**config.mk**
```make
export PLATFORM = sky130hd
export DESIGN_NAME = light_sensor_sample_sequencer
export DESIGN_NICKNAME = d
export VERILOG_FILES = /design/src/rtl/light_sensor_sample_sequencer.sv
export SDC_FILE = /design/constraint.sdc
export NUM_CORES = 1
export LEC_CHECK = 0
export ABC_AREA = 0
export ABC_CLOCK_PERIOD_IN_PS = 2700
export BUFFER_PORTS_ARGS = -buffer_cell sky130_fd_sc_hd__buf_2
export CELL_PAD_IN_SITES_DETAIL_PLACEMENT = 1
export CELL_PAD_IN_SITES_GLOBAL_PLACEMENT = 2
export CORE_AREA = 2 2 91 93
export CTS_BUF_LIST = sky130_fd_sc_hd__clkbuf_4 sky130_fd_sc_hd__clkbuf_8
export DETAILED_ROUTE_END_ITERATION = 6
export DIE_AREA = 0 0 93 95
export PLACE_DENSITY = 0.76
export SLEW_MARGIN = 20
export SYNTH_ARGS = -nofsm -noshare
export SYNTH_HDL_FRONTEND = slang
export SYNTH_SLANG_ARGS = --single-unit
```
**constraint.sdc**
```tcl
create_clock -name i_Clk -period 2.7 [get_ports i_Clk]
set_input_delay 0.27 -clock i_Clk [delete_from_list [all_inputs] [get_ports i_Clk]]
set_output_delay 0.27 -clock i_Clk [all_outputs]
set_load 0.05 [all_outputs]
```
**src/rtl/light_sensor_sample_sequencer.sv**
```systemverilog
// light_sensor_sample_sequencer: paces SPI light-sensor conversions,
// validates returned frames and box-car averages the light readings.
module light_sensor_sample_sequencer #(
    parameter int SAMPLE_PERIOD = 1000,
    parameter int RX_TIMEOUT    = 200,
    parameter int LOG2_AVG      = 3
) (
    input  logic        i_Clk,
    input  logic        i_RST_L,
    input  logic        i_Enable,
    input  logic        i_TX_Ready,
    output logic        o_TX_DV,
    input  logic        i_RX_DV,
    input  logic [15:0] i_RX_Word,
    output logic [7:0]  o_Sample,
    output logic        o_Sample_DV,
    output logic [7:0]  o_Avg,
    output logic        o_Avg_DV,
    output logic        o_Frame_Err,
    output logic        o_Timeout,
    output logic        o_Missed
);
    localparam int PW    = $clog2(SAMPLE_PERIOD);
    localparam int TW    = $clog2(RX_TIMEOUT);
    localparam int ACC_W = 8 + LOG2_AVG;
    localparam int CNT_W = LOG2_AVG + 1;

    localparam logic [PW-1:0]    PER_LAST = PW'(SAMPLE_PERIOD - 1);
    localparam logic [TW-1:0]    TO_LAST  = TW'(RX_TIMEOUT - 1);
    localparam logic [CNT_W-1:0] CNT_LAST = CNT_W'((1 << LOG2_AVG) - 1);

    localparam logic [0:0] IDLE    = 1'b0;
    localparam logic [0:0] WAIT_RX = 1'b1;

    logic [0:0]       state;
    logic [PW-1:0]    per_cnt;
    logic [TW-1:0]    to_cnt;
    logic [ACC_W-1:0] acc;
    logic [CNT_W-1:0] cnt;
    logic             pending;

    logic             tick;
    logic             issue;
    logic             got_frame;
    logic             frame_ok;
    logic             last_sample;
    logic [7:0]       rx_data;
    logic [ACC_W-1:0] acc_sum;

    assign tick        = i_Enable && (per_cnt == PER_LAST);
    assign issue       = (state == IDLE) && (pending || tick) && i_TX_Ready;
    assign got_frame   = (state == WAIT_RX) && i_RX_DV;
    assign frame_ok    = (i_RX_Word[15:12] == 4'h0) && (i_RX_Word[3:0] == 4'h0);
    assign rx_data     = i_RX_Word[11:4];
    assign acc_sum     = acc + ACC_W'(rx_data);
    assign last_sample = (cnt == CNT_LAST);

    always_ff @(posedge i_Clk) begin
        if (!i_RST_L) begin
            state       <= IDLE;
            per_cnt     <= '0;
            to_cnt      <= '0;
            acc         <= '0;
            cnt         <= '0;
            pending     <= 1'b0;
            o_TX_DV     <= 1'b0;
            o_Sample    <= '0;
            o_Sample_DV <= 1'b0;
            o_Avg       <= '0;
            o_Avg_DV    <= 1'b0;
            o_Frame_Err <= 1'b0;
            o_Timeout   <= 1'b0;
            o_Missed    <= 1'b0;
        end else begin
            o_TX_DV     <= 1'b0;
            o_Sample_DV <= 1'b0;
            o_Avg_DV    <= 1'b0;
            o_Frame_Err <= 1'b0;
            o_Timeout   <= 1'b0;

            if (!i_Enable || tick) per_cnt <= '0;
            else                   per_cnt <= per_cnt + PW'(1);

            if (tick && pending) o_Missed <= 1'b1;

            // a tick coinciding with an issue leaves one request still owed
            if (!i_Enable)  pending <= 1'b0;
            else if (issue) pending <= pending && tick;
            else if (tick)  pending <= 1'b1;

            case (state)
                IDLE: begin
                    if (issue) begin
                        o_TX_DV <= 1'b1;
                        to_cnt  <= '0;
                        state   <= WAIT_RX;
                    end
                end
                WAIT_RX: begin
                    to_cnt <= to_cnt + TW'(1);
                    if (i_RX_DV) begin
                        state <= IDLE;
                    end else if (to_cnt == TO_LAST) begin
                        o_Timeout <= 1'b1;
                        state     <= IDLE;
                    end
                end
                default: state <= IDLE;
            endcase

            if (got_frame) begin
                if (frame_ok) begin
                    o_Sample    <= rx_data;
                    o_Sample_DV <= 1'b1;
                end else begin
                    o_Frame_Err <= 1'b1;
                end
            end

            if (!i_Enable) begin
                acc <= '0;
                cnt <= '0;
            end else if (got_frame && frame_ok) begin
                if (last_sample) begin
                    o_Avg    <= 8'(acc_sum >> LOG2_AVG);
                    o_Avg_DV <= 1'b1;
                    acc      <= '0;
                    cnt      <= '0;
                end else begin
                    acc <= acc_sum;
                    cnt <= cnt + CNT_W'(1);
                end
            end
        end
    end
endmodule

```
==> results of run 1 <==
-- placed cells by master, fill, tap and decap left out, types with 4 or more instances in the layout --
cell type                  Yosys  final
sky130_fd_sc_hd__buf_4         1      9
sky130_fd_sc_hd__clkbuf_8      0     12
sky130_fd_sc_hd__o211ai_1      4      4
sky130_fd_sc_hd__nand2_1      39     39
sky130_fd_sc_hd__nor3_1       10     10
sky130_fd_sc_hd__xnor2_1       9      9
sky130_fd_sc_hd__and3_1        4      4
sky130_fd_sc_hd__buf_2         2     42
sky130_fd_sc_hd__dfxtp_1      57     57
sky130_fd_sc_hd__xor2_1        5      5
sky130_fd_sc_hd__nand3_1      19     19
sky130_fd_sc_hd__a21oi_1      25     25
sky130_fd_sc_hd__o31ai_1       4      4
sky130_fd_sc_hd__nand4_1       4      4
sky130_fd_sc_hd__nor2_1       35     35
sky130_fd_sc_hd__o21ai_0      10     10
sky130_fd_sc_hd__or3_1         6      6
sky130_fd_sc_hd__ha_1         11     11
sky130_fd_sc_hd__inv_1         8      8
sky130_fd_sc_hd__o21a_1        5      5
-- cell usage after synthesis, types with 2 or more instances --
library cell               count  area, um^2
sky130_fd_sc_hd__nor4b_1       2        17.5
sky130_fd_sc_hd__nand4b_1      2        17.5
sky130_fd_sc_hd__nand3b_1      2        15.0
sky130_fd_sc_hd__xor2_1        5        43.8
sky130_fd_sc_hd__nand2b_1      2        12.5
sky130_fd_sc_hd__buf_2         2        10.0
sky130_fd_sc_hd__mux2i_1       2        20.0
sky130_fd_sc_hd__a22oi_1       2        15.0
sky130_fd_sc_hd__o211ai_1      4        30.0
sky130_fd_sc_hd__nor4_1        3        18.8
sky130_fd_sc_hd__nand2_1      39         146
sky130_fd_sc_hd__nand4_1       4        25.0
sky130_fd_sc_hd__nand3_1      19        95.1
sky130_fd_sc_hd__or3_1         6        37.5
sky130_fd_sc_hd__a31oi_1       2        12.5
sky130_fd_sc_hd__and4_1        3        26.3
sky130_fd_sc_hd__o31ai_1       4        30.0
sky130_fd_sc_hd__a21oi_1      25         125
sky130_fd_sc_hd__or4_4         2        22.5
sky130_fd_sc_hd__xnor2_1       9        78.8
sky130_fd_sc_hd__nor3_1       10        50.1
sky130_fd_sc_hd__ha_1         11         138
sky130_fd_sc_hd__and3_1        4        25.0
sky130_fd_sc_hd__and2_1        2        12.5
sky130_fd_sc_hd__clkbuf_1      8        30.0
sky130_fd_sc_hd__o21a_1        5        37.5
sky130_fd_sc_hd__dfxtp_1      57        1140
sky130_fd_sc_hd__nor2b_1       3        18.8
sky130_fd_sc_hd__inv_1         8        30.0
sky130_fd_sc_hd__o21ai_0      10        50.1
sky130_fd_sc_hd__nor2_1       35         131
-- worst min path at each step --
stage	from	endpoint	slack [ns]	cells past startpoint
CTS	i_RX_DV	o_Timeout	0.16	2
finish	i_RX_DV	o_Timeout	0.18	2
global route	i_RX_DV	o_Timeout	0.17	2
detailed placement	o_Sample[3]	o_Sample[3]	0.45	2
global placement	o_Sample[6]	o_Sample[6]	0.44	2
floorplan	i_RX_DV	o_Timeout	0.35	1
-- layer usage --
layer	share of wire, %	routed length (um)	track usage [%]	up-vias
met3	3.4	235	4.15	11
met2	46	3180	27.2	33
met4	1.7	117	6.62	0
li1	-	-	-	1228
met1	49	3430	21.9	1113
met5	0	0	0	-
-- critical path, delay by kind of cell (launching register included) --
family / cells / cell delay, ns
AO/OA/AOI/OAI: 3 / 0.77
AND/OR/NAND/NOR: 2 / 0.64
adder cells (fa/ha/maj): 2 / 0.55
flip-flops: 1 / 0.33
buffers and inverters: 1 / 0.05
-- per-stage QoR --
step	cell area (um^2)	setup WS [ns]	hold WS, ns	instances	total power, W
finish	3210	0.284	0.177	472	0.00163
floorplan	2680	0.558	0.347	314	0.000897
global placement	3040	0.354	0.440	459	0.000931
detailed placement	3040	0.233	0.450	459	0.000932
CTS	3210	0.254	0.164	472	0.00167
global route	3210	0.0373	0.169	472	0.00172
-- registers in the layout (all words and copies together), names as in the netlist --
| register | count |
|---|---|
| o_Frame_Err | 1 |
| o_TX_DV | 1 |
| o_Sample_DV | 1 |
| acc | 11 |
| o_Timeout | 1 |
| cnt | 4 |
| o_Avg_DV | 1 |
| pending | 1 |
| o_Missed | 1 |
| per_cnt | 10 |
| state | 1 |
| o_Avg | 8 |
| o_Sample | 8 |
| to_cnt | 8 |
-- report_power, final --
group / internal (W) / switching (W) / leakage, nW
sequential: 0.000843 / 0.00000130 / 0.459
clock: 0.000403 / 0.000317 / 0.0909
combinational: 0.0000251 / 0.0000434 / 0.717
total: 0.00127 / 0.000361 / 1.27
-- cells by family (layout without fill, tap and decap cells) --
logic type	count (synthesis)	count (layout)	synth area share (%)
AOI/OAI and AO/OA	63	63	14.8
adders and majority gates	12	12	5.88
xor gates and xnor gates	14	14	4.58
muxes	2	2	0.747
DFF	57	57	42.6
buffers and inverters	19	72	2.89
and+or+nand+nor	147	147	28.6
-- layout make-up --
type | instances | area share (%)
clock buffers | 13 | 5.37
inverters | 8 | 0.934
multi-input cells | 238 | 45.5
flip-flops and latches | 57 | 35.5
well taps | 105 | 4.09
repair buffers | 51 | 8.64
==> load_flow_metrics.sql, run 1 <==
INSERT INTO impl_metrics (metric_group, metric, value, unit) VALUES
('global_routing', 'grt_pass1_vias', '2343', ''),
('synth', 'count_of_flip_flops_with_a_built_in_enable_after_synthesis', '0', ''),
('timing', 'final-max-slew-violation-count', '0', ''),
('finish', 'syn_to_final_growth', '19.9', '%'),
('critical_path', 'critical_path.startpoint', 'acc[0]', ''),
('critical_path', 'cp_cell_instances', 'ha_1 -> inv_1 -> fa_1 -> nor2b_1 -> o31a_1 -> a41oi_1 -> or3_1 -> a311oi_1', ''),
('timing', 'finalSetupTns', '0', 'ns'),
('synth', 'synthArstFlopShare', '0', '%'),
('placement', 'placement.io_buffers', '42', ''),
('routing', 'routed_length_per_placed_instance', '14.8', 'um'),
('routing', 'route.antenna.remaining_nets', '0', ''),
('critical_path', 'worst_path_largest_cell_delay', '0.43', 'ns'),
('clocking', 'clock_sinks', '57', ''),
('global_routing', 'grt_start_max_net_pins', '21', ''),
('routing', 'wirelength', '6970', 'um'),
('hold_path', 'timing.hold.worst.class', 'in2reg', ''),
('timing', 'unrepaired_setup_endpoints_after_global_routing', 'false', ''),
('placement', 'hpwlAfterDp', '5110', 'um'),
('finish', 'insertedDiodeCount', '0', ''),
('synth', 'syn_inst', '314', ''),
('critical_path', 'cp.arrival', '2.67', 'ns'),
('floorplanning', 'die-area', '0.00884', 'mm^2'),
('critical_path', 'worstRegToRegCells', '8', ''),
('floorplanning', 'site_rows', '33', ''),
('critical_path', 'cp_capture_type', 'flop', ''),
('critical_path', 'critical_path_class', 'reg2reg', ''),
('critical_path', 'critical-path-slowest-cell', 'sky130_fd_sc_hd__or3_1', ''),
('finish', 'fill_cells', '983', ''),
('floorplanning', 'floorplan.initialDensity', '33.8', '%'),
('routing', 'drc_errors', '0', ''),
('finish', 'multiInputGateArea', '0.00146', 'mm^2'),
('synth', 'synth.net_count', '347', ''),
('timing', 'worst-slew-pin-transition', '0.656', 'ns'),
('global_routing', 'grt_antenna_before_repair', '0', ''),
('placement', 'gp_congestion', '0.772', ''),
('clocking', 'numCtsBuffers', '9', ''),
('status', 'status', 'completed', ''),
('flow_run', 'max-cap-violations', '0', ''),
('finish', 'fin_nets', '398', ''),
('clocking', 'holdBufCountCts', '0', ''),
('power_and_ir_drop', 'p_leak', '1.27', 'nW'),
('timing', 'setup_violations', '0', ''),
('synth', 'syn_area_per_cell', '8.54', 'um^2'),
('finish', 'layout-drive-gt1-share', '19.6', '%'),
('timing', 'slew_headroom', '55.8', '%'),
('routing', 'via_per_inst', '5.05', ''),
('floorplanning', 'top_level_ports', '43', ''),
('global_routing', 'global_route.usage.total', '16.9', '%'),
('synth', 'synth_seq_area_share', '42.6', '%'),
('global_routing', 'overflow', '0', ''),
('critical_path', 'timing.critical_path.to', 'o_Avg[7]', ''),
('finish', 'final_core_density', '40.5', '%'),
('routing', 'via_count', '2385', ''),
('clocking', 'clk_path_buf_depth', '2', ''),
('floorplanning', 'dieHeight', '95', 'um'),
('power_and_ir_drop', 'vdd.ir_drop.worst', '0.000179', 'V'),
('clocking', 'cts_max_level', '3', ''),
('routing', 'drt_pre_antenna_iters', '4', ''),
('critical_path', 'critical_path_required', '2.95', 'ns'),
('synth', 'synthesis.area', '0.00268', 'mm^2'),
('critical_path', 'reg2reg_from', 'acc[0]', ''),
('synth', 'ys.warnings.count', '0', ''),
('clocking', 'clock_latency', '0.34', 'ns'),
('critical_path', 'timing.reg2reg.setup_slack', '0.28', 'ns'),
('finish', 'area.sequential', '0.00114', 'mm^2'),
('timing', 'final_period_minus_worst_setup_slack', '2.42', 'ns'),
('clocking', 'clkSlewWorstSetupHoldPaths', '0.06', 'ns'),
('global_routing', 'grt_pass1_wl', '11400', 'um'),
('floorplanning', 'fp.dieW', '93', 'um'),
('timing', 'max_freq', '0.414', 'GHz'),
('synth', 'yosys_register_bits', '57', '');
No activity file was read; power rests on OpenSTA's default activity.
==> inputs of run 2 (changes only) <==
ABC_CLOCK_PERIOD_IN_PS = 2170   (was 2700)
CORE_AREA = 2 2 96 98   (was 2 2 91 93)
DIE_AREA = 0 0 98 100   (was 0 0 93 95)
PLACE_DENSITY = 0.72   (was 0.76)
SKIP_CTS_REPAIR_TIMING = 1   (was default)
clock period = 2.17 ns   (was 2.7 ns; I/O delays follow)
==> load_flow_metrics.sql, run 2 (synthesis results as in run 1) <==
INSERT INTO impl_metrics (metric_group, metric, value, unit) VALUES
('flow_run', 'max-cap-violations', '0', ''),
('clocking', 'clock_latency', '0.34', 'ns'),
('routing', 'routed_length_per_placed_instance', '14.7', 'um'),
('floorplanning', 'top_level_ports', '43', ''),
('routing', 'via_count', '2471', ''),
('timing', 'finalHoldViolCount', '0', ''),
('routing', 'drc_errors', '0', ''),
('floorplanning', 'floorplan.initialDensity', '30.1', '%'),
('routing', 'via_per_inst', '5.03', ''),
('clocking', 'clock_sinks', '57', ''),
('critical_path', 'critical_path_required', '2.43', 'ns'),
('placement', 'preCtsSetupSlack', '-0.0391', 'ns'),
('global_routing', 'grt_start_max_net_pins', '21', ''),
('floorplanning', 'placeableCoreArea', '0.00889', 'mm^2'),
('finish', 'syn_to_final_growth', '25.8', '%'),
('floorplanning', 'die-area', '0.00980', 'mm^2'),
('global_routing', 'grt_pass1_wl', '12000', 'um'),
('finish', 'layout-drive-gt1-share', '24.5', '%'),
('finish', 'fill_cells', '1093', ''),
('critical_path', 'reg2reg_from', 'acc[0]', ''),
('floorplanning', 'fp.dieW', '98', 'um'),
('power_and_ir_drop', 'p_seq_share', '51.0', '%'),
('timing', 'setup_violations', '0', ''),
('critical_path', 'r2r-end', 'acc[8]', ''),
('power_and_ir_drop', 'total_power_per_unit_cell_area', '610', 'mW/mm^2'),
('finish', 'max_reg_flops', '11', ''),
('critical_path', 'timing.reg2reg.setup_slack', '0.07', 'ns'),
('critical_path', 'cp_capture_type', 'flop', ''),
('placement', 'gp_congestion', '0.728', ''),
('timing', 'final_period_minus_worst_setup_slack', '2.10', 'ns'),
('clocking', 'clk_path_buf_depth', '2', ''),
('global_routing', 'overflow', '0', ''),
('status', 'status', 'completed', ''),
('clocking', 'clockRootBuffer', 'sky130_fd_sc_hd__clkbuf_8', ''),
('power_and_ir_drop', 'power.switching_fraction', '22.8', '%'),
('hold_path', 'timing.hold.worst.class', 'in2reg', ''),
('power_and_ir_drop', 'power_frac_comb', '4.4', '%'),
('finish', 'insertedDiodeCount', '0', ''),
('finish', 'final_core_density', '37.9', '%'),
('routing', 'route.antenna.remaining_nets', '0', ''),
('finish', 'layout.cells.most_common', 'sky130_fd_sc_hd__dfxtp_1', ''),
('hold_path', 'hold-path-endpoint', 'o_Timeout', ''),
('global_routing', 'grt_antenna_before_repair', '0', ''),
('timing', 'finalClockSkew', '0.00590', 'ns'),
('routing', 'drt_pre_antenna_iters', '4', ''),
('finish', 'largest-register', 'acc', ''),
('hold_path', 'holdPathStages', '2', ''),
('global_routing', 'grt_pass1_vias', '2486', ''),
('floorplanning', 'dieHeight', '100', 'um'),
('critical_path', 'cp.arrival', '2.36', 'ns'),
('critical_path', 'worstRegToRegCells', '9', ''),
('global_routing', 'global_route.usage.total', '15.3', '%'),
('routing', 'wirelength', '7210', 'um'),
('clocking', 'tritoncts', 'yes', ''),
('finish', 'reg_top3', 'acc: 11 flops, per_cnt: 10 flops', ''),
('timing', 'final.period_utilization', '96.7', '%'),
('timing', 'final-max-slew-violation-count', '0', ''),
('placement', 'placement.io_buffers', '42', ''),
('hold_path', 'timing.hold.worst.start', 'i_RX_DV', ''),
('finish', 'fin_nets', '410', ''),
('power_and_ir_drop', 'vdd.ir_drop.worst', '0.000213', 'V'),
('critical_path', 'critPathLaunchType', 'flop', ''),
('clocking', 'numCtsBuffers', '9', ''),
('power_and_ir_drop', 'clockPowerShare', '44.5', '%'),
('timing', 'finalWorstSetupSlack', '0.0718', 'ns'),
('critical_path', 'critical_path_class', 'reg2reg', ''),
('clocking', 'cts_max_level', '3', ''),
('timing', 'slew_headroom', '70.1', '%'),
('power_and_ir_drop', 'power_switching', '0.000469', 'W'),
('placement', 'hpwlAfterDp', '5280', 'um'),
('finish', 'area.sequential', '0.00114', 'mm^2'),
('routing', 'drt_first_iter_violations', '44', ''),
('clocking', 'clkSlewWorstSetupHoldPaths', '0.06', 'ns'),
('critical_path', 'critical_path_peak_fanout', '5', ''),
('floorplanning', 'site_rows', '35', ''),
('power_and_ir_drop', 'p_leak', '1.34', 'nW'),
('finish', 'multiInputGateArea', '0.00151', 'mm^2'),
('power_and_ir_drop', 'intPower', '0.00159', 'W'),
('timing', 'worst-slew-pin-transition', '0.442', 'ns'),
('finish', 'mostFrequentLayoutCells', 'sky130_fd_sc_hd__dfxtp_1, sky130_fd_sc_hd__buf_2, sky130_fd_sc_hd__nand2_1', ''),
('timing', 'max_freq', '0.477', 'GHz');
==> run 2: worst max-delay path, cell delays in order (launching register included) <==
cell	delay (ns)
sky130_fd_sc_hd__dfxtp_2	0.35
sky130_fd_sc_hd__ha_4	0.13
sky130_fd_sc_hd__inv_2	0.04
sky130_fd_sc_hd__fa_2	0.38
sky130_fd_sc_hd__nor2b_4	0.13
sky130_fd_sc_hd__o31a_1	0.19
sky130_fd_sc_hd__a41oi_2	0.13
sky130_fd_sc_hd__buf_4	0.18
sky130_fd_sc_hd__or3_1	0.31
sky130_fd_sc_hd__a31oi_1	0.18
==> run 2: cell type report <==
type                            instances  area share, %
Inverter                                8          0.891
Sequential cell                        57           33.9
Multi-Input combinational cell        238           44.7
Tap cell                              111           4.12
Clock buffer                           14           5.16
Timing Repair Buffer                   63           11.3
==> run 2: power groups by stage <==
stage	Sequential [W]	Combinational, W	Clock (W)
floorplan	0.00107	0.0000436	0
detailed placement	0.00107	0.0000900	0
global placement	0.00107	0.0000886	0
CTS	0.00105	0.0000901	0.000952
finish	0.00105	0.0000910	0.000916
global route	0.00105	0.000102	0.000991
==> run 2: through the flow <==
| stage | TNS [ns] | hold WS, ns | cell area, um^2 | total power, W | instances |
|---|---|---|---|---|---|
| after CTS | -0.103 | 0.104 | 3320 | 0.00209 | 490 |
| after detailed placement | -0.0413 | 0.443 | 3140 | 0.00116 | 476 |
| final | 0 | 0.130 | 3370 | 0.00206 | 491 |
| after global routing | -0.0373 | 0.122 | 3370 | 0.00214 | 491 |
| after global placement | 0 | 0.440 | 3140 | 0.00116 | 476 |
| after floorplan | 0 | 0.294 | 2680 | 0.00112 | 314 |
==> run 2: metal layers <==
metal	GRT usage (%)	vias to the layer above	wire [um]	share of wire (%)
li1	-	1250	-	-
met1	20.2	1182	3510	49
met2	24.4	29	3350	47
met3	2.58	10	215	3.0
met4	7.05	0	129	1.8
met5	0	-	0	0
==> run 2: worst max-delay path by stage <==
stage	start	endpoint	slack [ns]	cells past startpoint
floorplan	acc[0]	o_Avg[7]	0.03	8
global placement	i_RX_Word[4]	o_Avg[7]	0.03	9
detailed placement	acc[0]	o_Avg[7]	-0.04	8
CTS	acc[0]	o_Avg[7]	-0.05	8
global route	acc[0]	acc[8]	-0.04	9
finish	acc[0]	acc[8]	0.07	9
==> inputs of run 3 (changes only) <==
CORE_AREA = 2 2 115 83   (was 2 2 96 98)
DIE_AREA = 0 0 117 85   (was 0 0 98 100)
==> load_flow_metrics.sql, run 3 (synthesis results as in run 1) <==
INSERT INTO impl_metrics (metric_group, metric, value, unit) VALUES
('status', 'status', 'completed', ''),
('finish', 'largest-register', 'acc', ''),
('critical_path', 'cp.arrival', '2.38', 'ns'),
('critical_path', 'critical_path_peak_fanout', '4', ''),
('floorplanning', 'site_rows', '29', ''),
('routing', 'routed_length_per_placed_instance', '14.8', 'um'),
('placement', 'preCtsSetupSlack', '-0.0461', 'ns'),
('clocking', 'clock_latency', '0.34', 'ns'),
('finish', 'mostFrequentLayoutCells', 'sky130_fd_sc_hd__dfxtp_1, sky130_fd_sc_hd__buf_2, sky130_fd_sc_hd__nand2_1', ''),
('finish', 'max_reg_flops', '11', ''),
('finish', 'layout-drive-gt1-share', '24.9', '%'),
('timing', 'unrepaired_setup_endpoints_after_global_routing', 'true', ''),
('floorplanning', 'top_level_ports', '43', ''),
('flow_run', 'max-cap-violations', '0', ''),
('routing', 'drc_errors', '0', ''),
('clocking', 'clkSlewWorstSetupHoldPaths', '0.07', 'ns'),
('finish', 'fin_nets', '413', ''),
('timing', 'final-max-slew-violation-count', '0', ''),
('routing', 'route.antenna.remaining_nets', '0', ''),
('floorplanning', 'die-area', '0.00995', 'mm^2'),
('critical_path', 'cp_cell_instances', 'ha_4 -> inv_2 -> fa_2 -> nor2b_2 -> o31a_1 -> a41oi_2 -> buf_4 -> or3_1 -> a311oi_1', ''),
('timing', 'max_freq', '0.470', 'GHz'),
('finish', 'fill_cells', '1061', ''),
('timing', 'finalClockSkew', '0.00857', 'ns'),
('placement', 'placement.io_buffers', '42', ''),
('clocking', 'clk_path_buf_depth', '2', ''),
('floorplanning', 'fp.dieW', '117', 'um'),
('critical_path', 'worst_path_largest_cell_delay', '0.36', 'ns'),
('hold_path', 'timing.hold.worst.class', 'in2reg', ''),
('finish', 'final_core_density', '38.9', '%'),
('critical_path', 'critical_path_required', '2.42', 'ns'),
('power_and_ir_drop', 'vdd.ir_drop.worst', '0.000683', 'V'),
('routing', 'via_count', '2505', ''),
('global_routing', 'grt_start_max_net_pins', '21', ''),
('timing', 'finalWorstSetupSlack', '0.0435', 'ns'),
('timing', 'final.period_utilization', '98.0', '%'),
('routing', 'drt_pre_antenna_iters', '4', ''),
('clocking', 'clockRootBuffer', 'sky130_fd_sc_hd__clkbuf_8', ''),
('global_routing', 'grt_antenna_before_repair', '0', ''),
('global_routing', 'grt_pass1_wl', '12200', 'um'),
('clocking', 'numCtsBuffers', '9', ''),
('critical_path', 'critPathLaunchType', 'flop', ''),
('placement', 'gp_congestion', '0.799', ''),
('clocking', 'clock_sinks', '57', ''),
('critical_path', 'cp_capture_type', 'flop', ''),
('clocking', 'tritoncts', 'yes', ''),
('routing', 'via_per_inst', '4.92', ''),
('floorplanning', 'placeableCoreArea', '0.00889', 'mm^2'),
('critical_path', 'critical_path_class', 'reg2reg', ''),
('finish', 'layout.cells.most_common', 'sky130_fd_sc_hd__dfxtp_1', ''),
('global_routing', 'overflow', '0', ''),
('timing', 'finalHoldViolCount', '0', ''),
('power_and_ir_drop', 'total_power', '0.00237', 'W'),
('routing', 'wirelength', '7520', 'um'),
('timing', 'slew_headroom', '69.5', '%'),
('power_and_ir_drop', 'p_leak', '1.38', 'nW'),
('timing', 'final_period_minus_worst_setup_slack', '2.13', 'ns'),
('timing', 'setup_violations', '0', ''),
('floorplanning', 'dieHeight', '85', 'um'),
('placement', 'hpwlAfterDp', '5570', 'um'),
('finish', 'syn_to_final_growth', '29.1', '%'),
('finish', 'reg_top3', 'acc: 11 flops, per_cnt: 10 flops', ''),
('finish', 'insertedDiodeCount', '0', ''),
('global_routing', 'grt_pass1_vias', '2414', ''),
('global_routing', 'global_route.usage.total', '15.9', '%'),
('floorplanning', 'floorplan.initialDensity', '30.1', '%'),
('critical_path', 'critical-path-slowest-cell', 'sky130_fd_sc_hd__fa_2', ''),
('clocking', 'cts_max_level', '3', ''),
('routing', 'drt_first_iter_violations', '101', ''),
('timing', 'worst-slew-pin-transition', '0.453', 'ns'),
('timing', 'fin_hold_ws', '0.0893', 'ns'),
('power_and_ir_drop', 'total_power_per_unit_cell_area', '686', 'mW/mm^2');
run 3: cell types whose count changed in the layout (fill, tap and decap cells not counted), sizes merged:
cell,before,now
clkbuf,14,10
clkinv,0,3
bufinv,0,3
buf,63,66
run 3: worst paths after layout:
kind | start | to | slack (ns) | depth (start not counted)
setup / recovery | acc[0] | o_Avg[7] | 0.04 | 9
hold reg to reg | o_Sample[6] | o_Sample[6] | 0.45 | 2
hold / removal | i_RX_DV | o_Timeout | 0.09 | 2
setup reg to reg | acc[0] | o_Avg[7] | 0.04 | 9
run 3: stage by stage:
stage	cell area, um^2	std cells	setup TNS (ns)
finish	3460	509	0
global route	3460	509	-0.166
CTS	3410	506	-0.181
detailed placement	3170	490	-0.0930
global placement	3170	490	0
floorplan	2680	314	0
run 3: final cells by class:
| type | instances | area [um^2] | area share (%) |
|---|---|---|---|
| multi-input cells | 238 | 1490 | 43.0 |
| flip-flops and latches | 57 | 1140 | 33.0 |
| repair buffers | 66 | 403 | 11.6 |
| well taps | 124 | 155 | 4.48 |
| clock buffers | 10 | 138 | 3.98 |
| clock inverters | 6 | 105 | 3.04 |
| inverters | 8 | 30.0 | 0.868 |
run 3: critical path, delay by kind of cell, from the launching register on:
| family | cells | cell delay, ns |
|---|---|---|
| compound gates | 3 | 0.56 |
| fa+ha+maj | 2 | 0.49 |
| simple gates | 2 | 0.44 |
| flops | 1 | 0.35 |
| buf+inv | 2 | 0.22 |
run 3: power by group:
group | internal, W | switching (W) | total [W]
logic | 0.0000371 | 0.0000572 | 0.0000943
clock network | 0.000788 | 0.000443 | 0.00123
registers | 0.00105 | 0.00000161 | 0.00105
total | 0.00187 | 0.000502 | 0.00237
run 3: routing by layer:
layer  GRT usage (%)  wire length, um  vias up
met5               0                0        -
met3            4.93              272        7
met4            4.81               89        0
met1            22.8             3970     1201
met2            22.6             3190       35
li1                -                -     1262
